## src/rtl/wave_gen_pkg.sv

```systemverilog
// wave_gen_pkg
//   Shared types for the waveform generator.
//   mode_t : 2-bit waveform selector (TRI, SAW_UP, SQUARE, SAW_DN).
package wave_gen_pkg;

  typedef enum logic [1:0] {
    TRI    = 2'd0,
    SAW_UP = 2'd1,
    SQUARE = 2'd2,
    SAW_DN = 2'd3
  } mode_t;

endpackage

```

## src/rtl/wave_gen_if.sv

```systemverilog
// wave_gen_if
//   Configuration channel of the waveform generator (valid/ready).
//   cfg_valid  : config offered
//   cfg_ready  : generator can take a config (no pending one waiting)
//   cfg_period : waveform cycle length in clocks
//   cfg_mode   : waveform shape
//   cfg_duty   : square-wave high-step count
//   master modport drives the offer, slave modport is the generator side.
interface wave_gen_if
  import wave_gen_pkg::*;
#(
  parameter int PERIOD_W  = 32,
  parameter int STEP_BITS = 4
);

  logic                 cfg_valid;
  logic                 cfg_ready;
  logic [PERIOD_W-1:0]  cfg_period;
  mode_t                cfg_mode;
  logic [STEP_BITS-1:0] cfg_duty;

  modport master (
    output cfg_valid,
    output cfg_period,
    output cfg_mode,
    output cfg_duty,
    input  cfg_ready
  );

  modport slave (
    input  cfg_valid,
    input  cfg_period,
    input  cfg_mode,
    input  cfg_duty,
    output cfg_ready
  );

endinterface

```

## src/rtl/wave_gen_shaper.sv

```systemverilog
// wave_shaper
//   Combinational map from step phase to output sample.
//   phase  : current step index, 0..N-1 (N = 2^STEP_BITS)
//   mode   : waveform shape
//   duty   : square-wave high-step count
//   sample : unsigned OUT_W-bit sample
module wave_shaper
  import wave_gen_pkg::*;
#(
  parameter int OUT_W     = 8,
  parameter int STEP_BITS = 4
) (
  input  logic [STEP_BITS-1:0] phase,
  input  mode_t                mode,
  input  logic [STEP_BITS-1:0] duty,
  output logic [OUT_W-1:0]     sample
);

  localparam int SH = OUT_W - STEP_BITS;
  localparam logic [OUT_W-1:0] ONE  = {{(OUT_W-1){1'b0}}, 1'b1};
  localparam logic [OUT_W-1:0] LAST = {{SH{1'b0}}, {STEP_BITS{1'b1}}};

  logic [OUT_W-1:0] p_w;
  logic [OUT_W-1:0] tri_s;
  logic [OUT_W-1:0] saw_s;

  always_comb begin
    p_w   = {{SH{1'b0}}, phase};
    saw_s = {phase, {SH{1'b0}}};
    // Triangle slope is 2^OUT_W / (N/2) = 2^(SH+1). On the rising half the
    // top step computes 2^OUT_W - 1; the modular wrap of (p+1)<<(SH+1) to 0
    // followed by -1 gives exactly all-ones, so OUT_W bits suffice.
    if (!phase[STEP_BITS-1]) begin
      tri_s = ((p_w + ONE) << (SH + 1)) - ONE;
    end else begin
      tri_s = (LAST - p_w) << (SH + 1);
    end

    sample = '0;
    case (mode)
      TRI:     sample = tri_s;
      SAW_UP:  sample = saw_s;
      SQUARE:  sample = (phase < duty) ? '1 : '0;
      SAW_DN:  sample = ~saw_s;
      default: sample = '0;
    endcase
  end

endmodule

```

## src/rtl/wave_gen.sv

```systemverilog
// wave_gen
//   Periodic waveform generator: N = 2^STEP_BITS steps per cycle, each step
//   lasting (cfg_period >> STEP_BITS) + 1 clocks. New configs taken while
//   running are held pending and applied only at the cycle wrap.
//   clk         : clock, rising edge
//   reset       : synchronous active-high reset
//   en          : run enable; low holds the generator idle at phase 0
//   cfg         : configuration channel (slave side)
//   value       : registered sample
//   cycle_start : one-clock pulse with the first sample of each cycle
module wave_gen
  import wave_gen_pkg::*;
#(
  parameter int OUT_W     = 8,
  parameter int STEP_BITS = 4,
  parameter int PERIOD_W  = 32
) (
  input  logic             clk,
  input  logic             reset,
  input  logic             en,
  wave_gen_if.slave        cfg,
  output logic [OUT_W-1:0] value,
  output logic             cycle_start
);

  if (OUT_W < STEP_BITS + 1) begin : g_bad_out_w
    $error("wave_gen: OUT_W must be at least STEP_BITS+1");
  end
  if (STEP_BITS < 2) begin : g_bad_step_bits
    $error("wave_gen: STEP_BITS must be at least 2");
  end

  localparam logic [PERIOD_W-1:0]  T_ONE    = {{(PERIOD_W-1){1'b0}}, 1'b1};
  localparam logic [STEP_BITS-1:0] P_ONE    = {{(STEP_BITS-1){1'b0}}, 1'b1};
  localparam logic [STEP_BITS-1:0] DUTY_DEF = {1'b1, {(STEP_BITS-1){1'b0}}};

  logic [PERIOD_W-1:0]  t;
  logic [STEP_BITS-1:0] phase;

  logic [PERIOD_W-1:0]  l_q;
  mode_t                mode_q;
  logic [STEP_BITS-1:0] duty_q;

  logic                 pend_valid;
  logic [PERIOD_W-1:0]  pend_l;
  mode_t                pend_mode;
  logic [STEP_BITS-1:0] pend_duty;

  // Phase register holds a 0 that has not yet been shown on value: set while
  // idle and for the one clock after a wrap.
  logic                 phase_fresh;

  logic                 step_done;
  logic                 wrap;
  logic                 xfer;
  logic [PERIOD_W-1:0]  offer_l;
  logic [OUT_W-1:0]     shape;

  assign step_done     = (t >= l_q);
  assign wrap          = step_done && (&phase);
  assign xfer          = cfg.cfg_valid && !pend_valid;
  assign offer_l       = cfg.cfg_period >> STEP_BITS;
  assign cfg.cfg_ready = !pend_valid;

  wave_shaper #(
    .OUT_W     (OUT_W),
    .STEP_BITS (STEP_BITS)
  ) u_shaper (
    .phase  (phase),
    .mode   (mode_q),
    .duty   (duty_q),
    .sample (shape)
  );

  always_ff @(posedge clk) begin
    if (reset) begin
      t           <= '0;
      phase       <= '0;
      value       <= '0;
      cycle_start <= 1'b0;
      phase_fresh <= 1'b1;
      pend_valid  <= 1'b0;
      pend_l      <= '0;
      pend_mode   <= TRI;
      pend_duty   <= '0;
      l_q         <= '0;
      mode_q      <= TRI;
      duty_q      <= DUTY_DEF;
    end else if (!en) begin
      t           <= '0;
      phase       <= '0;
      value       <= '0;
      cycle_start <= 1'b0;
      phase_fresh <= 1'b1;
      // Idle: nothing to keep consistent, so configs take effect at once.
      if (xfer) begin
        l_q    <= offer_l;
        mode_q <= cfg.cfg_mode;
        duty_q <= cfg.cfg_duty;
      end else if (pend_valid) begin
        l_q        <= pend_l;
        mode_q     <= pend_mode;
        duty_q     <= pend_duty;
        pend_valid <= 1'b0;
      end
    end else begin
      value       <= shape;
      cycle_start <= phase_fresh;
      phase_fresh <= wrap;

      if (step_done) begin
        t     <= '0;
        phase <= phase + P_ONE;
      end else begin
        t <= t + T_ONE;
      end

      // Config only changes together with the phase wrap so a cycle never
      // mixes two configs; an offer landing on the wrap bypasses pending.
      if (wrap) begin
        if (xfer) begin
          l_q    <= offer_l;
          mode_q <= cfg.cfg_mode;
          duty_q <= cfg.cfg_duty;
        end else if (pend_valid) begin
          l_q        <= pend_l;
          mode_q     <= pend_mode;
          duty_q     <= pend_duty;
          pend_valid <= 1'b0;
        end
      end else if (xfer) begin
        pend_l     <= offer_l;
        pend_mode  <= cfg.cfg_mode;
        pend_duty  <= cfg.cfg_duty;
        pend_valid <= 1'b1;
      end
    end
  end

endmodule

```

## src/flat_wrapper.sv

```systemverilog
// flat-port wrapper written by rule: the top's interface ports become plain ports
module wave_gen_flat import wave_gen_pkg::*;
#(
  parameter int OUT_W     = 8,
  parameter int STEP_BITS = 4,
  parameter int PERIOD_W  = 32
)
  (clk, reset, en, value, cycle_start, cfg_cfg_valid, cfg_cfg_period, cfg_cfg_mode, cfg_cfg_duty, cfg_cfg_ready);
  wave_gen_if #(.PERIOD_W(PERIOD_W), .STEP_BITS(STEP_BITS)) cfg_i ();
  input  logic clk;
  input  logic reset;
  input  logic en;
  output logic [OUT_W-1:0] value;
  output logic cycle_start;
  input wire logic [$bits(cfg_i.cfg_valid)-1:0] cfg_cfg_valid;
  input wire logic [$bits(cfg_i.cfg_period)-1:0] cfg_cfg_period;
  input wire logic [$bits(cfg_i.cfg_mode)-1:0] cfg_cfg_mode;
  input wire logic [$bits(cfg_i.cfg_duty)-1:0] cfg_cfg_duty;
  output wire logic [$bits(cfg_i.cfg_ready)-1:0] cfg_cfg_ready;
  assign cfg_i.cfg_valid = cfg_cfg_valid;
  assign cfg_i.cfg_period = cfg_cfg_period;
  assign cfg_i.cfg_mode = cfg_cfg_mode;
  assign cfg_i.cfg_duty = cfg_cfg_duty;
  assign cfg_cfg_ready = cfg_i.cfg_ready;
  wave_gen #(.OUT_W(OUT_W), .STEP_BITS(STEP_BITS), .PERIOD_W(PERIOD_W)) u_core (.clk(clk), .reset(reset), .en(en), .cfg(cfg_i), .value(value), .cycle_start(cycle_start));
endmodule
```

## config.mk

```make
export PLATFORM = sky130hd
export DESIGN_NAME = wave_gen_flat
export DESIGN_NICKNAME = d
export VERILOG_FILES = /design/src/rtl/wave_gen_pkg.sv /design/src/rtl/wave_gen_if.sv /design/src/rtl/wave_gen_shaper.sv /design/src/rtl/wave_gen.sv /design/src/flat_wrapper.sv
export SDC_FILE = /design/constraint.sdc
export NUM_CORES = 1
export LEC_CHECK = 0
export BUFFER_PORTS_ARGS = -buffer_cell sky130_fd_sc_hd__clkbuf_2
export CAP_MARGIN = 10
export CORE_MARGIN = 5
export CORE_UTILIZATION = 54
export CTS_CLUSTER_SIZE = 10
export DETAILED_ROUTE_END_ITERATION = 16
export HOLD_SLACK_MARGIN = 0.03
export PLACE_DENSITY = 0.87
export SLEW_MARGIN = 20
export SYNTH_ARGS = -nofsm -noshare
export SYNTH_HDL_FRONTEND = slang
export SYNTH_SLANG_ARGS = --single-unit
```

## constraint.sdc

```tcl
create_clock -name clk -period 2.41 [get_ports clk]
set_input_delay 0.3615 -clock clk [delete_from_list [all_inputs] [get_ports clk]]
set_output_delay 0.3615 -clock clk [all_outputs]
set_load 0.02 [all_outputs]
```

==> impl_results.html <==
<table>
<tr><th>Metric</th><th>Value</th></tr>
<tr><th colspan="2">Status</th></tr>
<tr><td>Result of the run</td><td>complete, but fails checks</td></tr>
<tr><td>Violated checks</td><td>negative setup slack</td></tr>
<tr><th colspan="2">Timing</th></tr>
<tr><td>Top achievable clock speed</td><td>about 380 MHz</td></tr>
<tr><td>Worst Hold Margin</td><td>roughly 0.23 ns</td></tr>
<tr><td>Final min period</td><td>between 2 and 3 ns</td></tr>
<tr><td>Skew final</td><td>approximately 0.013 ns</td></tr>
<tr><td>Worst-case headroom to the max-slew limit</td><td>between 60% and 70%</td></tr>
<tr><td>Final setup slack of the worst path</td><td>-0.244 ns</td></tr>
<tr><td>Unrepaired setup endpoints after global routing</td><td>yes</td></tr>
<tr><td>Fin. max-slew vios</td><td>0</td></tr>
<tr><td>Slew at the pin with the worst max-slew slack</td><td>between 0.5 and 0.6 ns</td></tr>
<tr><td>Final hold vios</td><td>0</td></tr>
<tr><td>Setup violation total in the final timing report</td><td>68</td></tr>
<tr><td>Fin crit share</td><td>110%</td></tr>
<tr><th colspan="2">Synth</th></tr>
<tr><td>Sequential-to-total area share from yosys stat</td><td>between 30% and 40%</td></tr>
<tr><td>Cell taking the most area after synthesis</td><td>dfxtp_1</td></tr>
<tr><td>Share of synthesized registers carrying an async set or reset</td><td>0%</td></tr>
<tr><td>Main area contributors after synthesis</td><td>dfxtp_1 39%, nand2b_1 8.6%, ha_1 7.2%</td></tr>
<tr><td>Number of enable-type register cells in the synthesized netlist</td><td>0</td></tr>
<tr><td>Synth Register Bits</td><td>approximately 110</td></tr>
<tr><td>Share of the synthesized area in the top cell type</td><td>between 30 and 40%</td></tr>
<tr><td>Cell Area, Synth</td><td>about 5700 um^2</td></tr>
<tr><td>Number of distinct library cell variants in the gate-level netlist after synthesis</td><td>between 40 and 50</td></tr>
<tr><td>Yosys warns</td><td>0</td></tr>
<tr><td>Post-synthesis average cell area</td><td>~8.6 um^2</td></tr>
<tr><td>Post-synthesis instance total</td><td>about 660</td></tr>
<tr><td>Most instantiated flip-flop cell in the synthesis netlist</td><td>dfxtp_1</td></tr>
<tr><th colspan="2">Floorplanning</th></tr>
<tr><td>Row count</td><td>37</td></tr>
<tr><td>Area enclosed by the die boundary</td><td>12700 um^2</td></tr>
<tr><td>Die Y-Extent</td><td>113 um</td></tr>
<tr><td>Num ports</td><td>52</td></tr>
<tr><td>Starting density of the core</td><td>55.2%</td></tr>
<tr><td>Die X-Extent</td><td>~110 um</td></tr>
<tr><td>Standard cell core area</td><td>~10000 um^2</td></tr>
<tr><th colspan="2">Clocking</th></tr>
<tr><td>Sinks on Clock Net</td><td>112</td></tr>
<tr><td>Clock latency on the worst-skew pair</td><td>just under 0.4 ns</td></tr>
<tr><td>Clk pin slew, worst setup/hold paths</td><td>roughly 0.10 ns</td></tr>
<tr><td>Buffer levels on the longest clock path</td><td>2</td></tr>
<tr><td>H-tree lvl count</td><td>3</td></tr>
<tr><td>Clock tree from TritonCTS</td><td>built</td></tr>
<tr><td>CTS Root Buffer Type</td><td>clkbuf_8</td></tr>
<tr><td>CTS Buf Count</td><td>9</td></tr>
<tr><th colspan="2">Worst setup path</th></tr>
<tr><td>Worst Setup Start Kind</td><td>register</td></tr>
<tr><td>Setup crit end kind</td><td>register</td></tr>
<tr><td>Number of buffer and inverter stages on the critical path</td><td>3</td></tr>
<tr><td>Endpoint required time on the critical path</td><td>~2.7 ns</td></tr>
<tr><td>List of cells traversed by the critical path</td><td>inv_1, ha_1, nand4_1, buf_4, nor2_1, nand2_1, a31oi_2, or2_4, o32ai_4, clkbuf_16, a22o_1</td></tr>
<tr><td>Critical path arrival</td><td>between 2 and 3 ns</td></tr>
<tr><td>Max Fanout on Critical Path</td><td>12</td></tr>
<tr><td>Highest-delay cell along the critical path</td><td>dfxtp_1</td></tr>
<tr><td>Type of the worst setup path</td><td>register to register</td></tr>
<tr><td>Dominant delay contributor by cell family on the critical path</td><td>simple AND/OR/NAND/NOR gates</td></tr>
<tr><td>Biggest cell delay along the critical path</td><td>0.35 ns</td></tr>
<tr><th colspan="2">Worst hold path</th></tr>
<tr><td>Hold/Removal Path Class</td><td>primary input to register</td></tr>
<tr><th colspan="2">Routing</th></tr>
<tr><td>Total number of vias</td><td>about 5000</td></tr>
<tr><td>Vias per Instance</td><td>~5.7</td></tr>
<tr><td>Post-route ant nets</td><td>0</td></tr>
<tr><td>Drt wl/cell</td><td>17.5 um</td></tr>
<tr><td>Detailed-route DRC error count</td><td>0</td></tr>
<tr><td>Total routed wirelength</td><td>~15 mm</td></tr>
<tr><td>First-pass detailed-route iteration total</td><td>5</td></tr>
<tr><td>Initial drt markers</td><td>around 340</td></tr>
<tr><th colspan="2">Final layout</th></tr>
<tr><td>Proportion of layout cells with a drive suffix above 1</td><td>22.6%</td></tr>
<tr><td>Commonest cells after routing, fill and taps aside</td><td>99 x dfxtp_1, 89 x nand2_1, 77 x nand2b_1, 47 x clkbuf_2, 44 x nor2_1</td></tr>
<tr><td>Non-filler cells, final</td><td>870</td></tr>
<tr><td>Most common cell after layout, fill and taps aside</td><td>dfxtp_1</td></tr>
<tr><td>Diode insertion count for antenna repair</td><td>0</td></tr>
<tr><td>Layout area overhead</td><td>21.7%</td></tr>
<tr><td>Net count, final</td><td>around 800</td></tr>
<tr><th colspan="2">Global route</th></tr>
<tr><td>Maximum number of pins on one net before global-route repair</td><td>between 60 and 70</td></tr>
<tr><td>Wire length of the first global-routing pass</td><td>23.9 mm</td></tr>
<tr><td>Number of global-route vias before repair</td><td>roughly 5100</td></tr>
<tr><td>Initial antenna violation count</td><td>0</td></tr>
<tr><td>Total Routing Usage GR</td><td>roughly 23%</td></tr>
<tr><td>Overflow left after global routing</td><td>0</td></tr>
<tr><th colspan="2">Power</th></tr>
<tr><td>Peak ir drop on the vdd network</td><td>between 0.0004 and 0.0005 V</td></tr>
<tr><td>Power per cell area</td><td>~550 nW/um^2</td></tr>
<tr><td>Static Leak</td><td>approximately 0.0028 uW</td></tr>
<tr><th colspan="2">Placed design</th></tr>
<tr><td>Placer Congestion</td><td>between 0.8 and 0.9</td></tr>
<tr><td>Cell count after placement</td><td>between 800 and 900</td></tr>
<tr><td>Half-perimeter wire length of the detailed placement result</td><td>~9 mm</td></tr>
<tr><td>Count of input and output buffers</td><td>47</td></tr>
<tr><th colspan="2">Job</th></tr>
<tr><td>Max-capacitance violation count</td><td>0</td></tr>
</table>
==> cell families after synthesis <==
| logic type | synth area share, % |
|---|---|
| AND/OR/NAND/NOR | 23.1 |
| flip-flops | 39.4 |
| AO/OA/AOI/OAI | 12.8 |
| buffers and inverters | 6.39 |
| multiplexers | 6.15 |
| adder cells (fa/ha/maj) | 7.25 |
| XOR/XNOR | 4.92 |
| other | 0.0658 |
==> metrics by stage <==
step / util [%] / instance area (um^2) / setup slack, ns / setup TNS, ns / total power, uW
3_3_place_gp: 60.2 / 6210 / -0.352 / -17.94 / 2430
2_1_floorplan: - / 5710 / 0.0216 / 0 / 2320
3_5_place_dp: 60.2 / 6210 / -0.363 / -18.87 / 2460
6_report: 67.2 / 6930 / -0.244 / -12.12 / 3790
5_1_grt: 67.2 / 6930 / -0.336 / -18.90 / 3940
4_1_cts: 65.8 / 6800 / -0.0854 / -2.51 / 3750
==> tightest hold or removal path, cell delays in order <==
cell and delay, ns:
clkbuf_2 0.09, nand2b_1 0.06, mux2i_1 0.06
==> report_power, final <==
part | leakage, uW | total (uW) | internal (uW) | switching (uW)
sequential | 0.000919 | 1980 | 1930 | 52.6
combinational | 0.00172 | 553 | 263 | 290
clock | 0.000112 | 1260 | 636 | 625
==> area by class of cell <==
type | instances | area (um^2)
Clock buffer | 12 | 155
Fill cell | 704 | 3390
Multi-Input combinational cell | 473 | 3340
Clock inverter | 3 | 65.1
Tap cell | 136 | 170
Inverter | 36 | 135
Sequential cell | 112 | 2260
Timing Repair Buffer | 98 | 810
==> final timing paths <==
check	slack (ns)	start	end	cells past startpoint
max	-0.24	u_core.l_q[25]	u_core.l_q[8]	11
min	0.23	cfg_cfg_mode[1]	u_core.pend_mode[1]	3
max reg2reg	-0.24	u_core.l_q[25]	u_core.l_q[8]	11
min reg2reg	0.47	u_core.pend_l[21]	u_core.pend_l[21]	2
==> registers in the layout, summed over array words and instances, names as in the netlist <==
name and cells:
u_core.t 32, u_core.l_q 28, u_core.pend_l 28, u_core.value 5
u_core.duty_q 4, u_core.pend_duty 4, u_core.phase 4, u_core.mode_q 2
u_core.pend_mode 2, u_core.cycle_start 1, u_core.pend_valid 1, u_core.phase_fresh 1
==> synthesized netlist by cell type, types with 2 or more instances <==
master	n
nand3_1	17
inv_1	36
a21oi_2	2
clkbuf_1	23
xor2_1	17
nor2_1	44
dfxtp_1	112
a221oi_1	2
nand2_1	90
mux2i_1	35
nand2b_1	78
a31oi_1	5
buf_4	3
buf_12	3
buf_2	9
and2_1	3
nor2b_1	2
nor3_1	4
ha_1	33
and4_1	2
or3_1	2
and3_1	6
a21oi_1	16
xnor2_1	15
nand4_1	8
a22o_1	33
o21ai_0	43
==> what timing repair did <==
| action | in CTS | in global routing |
|---|---|---|
| hold buffers | 0 | 0 |
| resized for setup | 43 | 19 |
| buffers inserted | 9 | 1 |
| cloned | 4 | 2 |
| setup endpoints to repair | 99 | 87 |
| pin swaps | 17 | 3 |
==> layer usage <==
metal | global-route usage [%] | wire, um | vias up
met5 | 0 | 0 | -
met4 | 8.97 | 482 | 0
met3 | 4.60 | 1000 | 50
met2 | 43.2 | 7970 | 207
met1 | 25.3 | 5740 | 2358
li1 | - | - | 2344
Note: power is estimated with default switching activity, not from simulation.
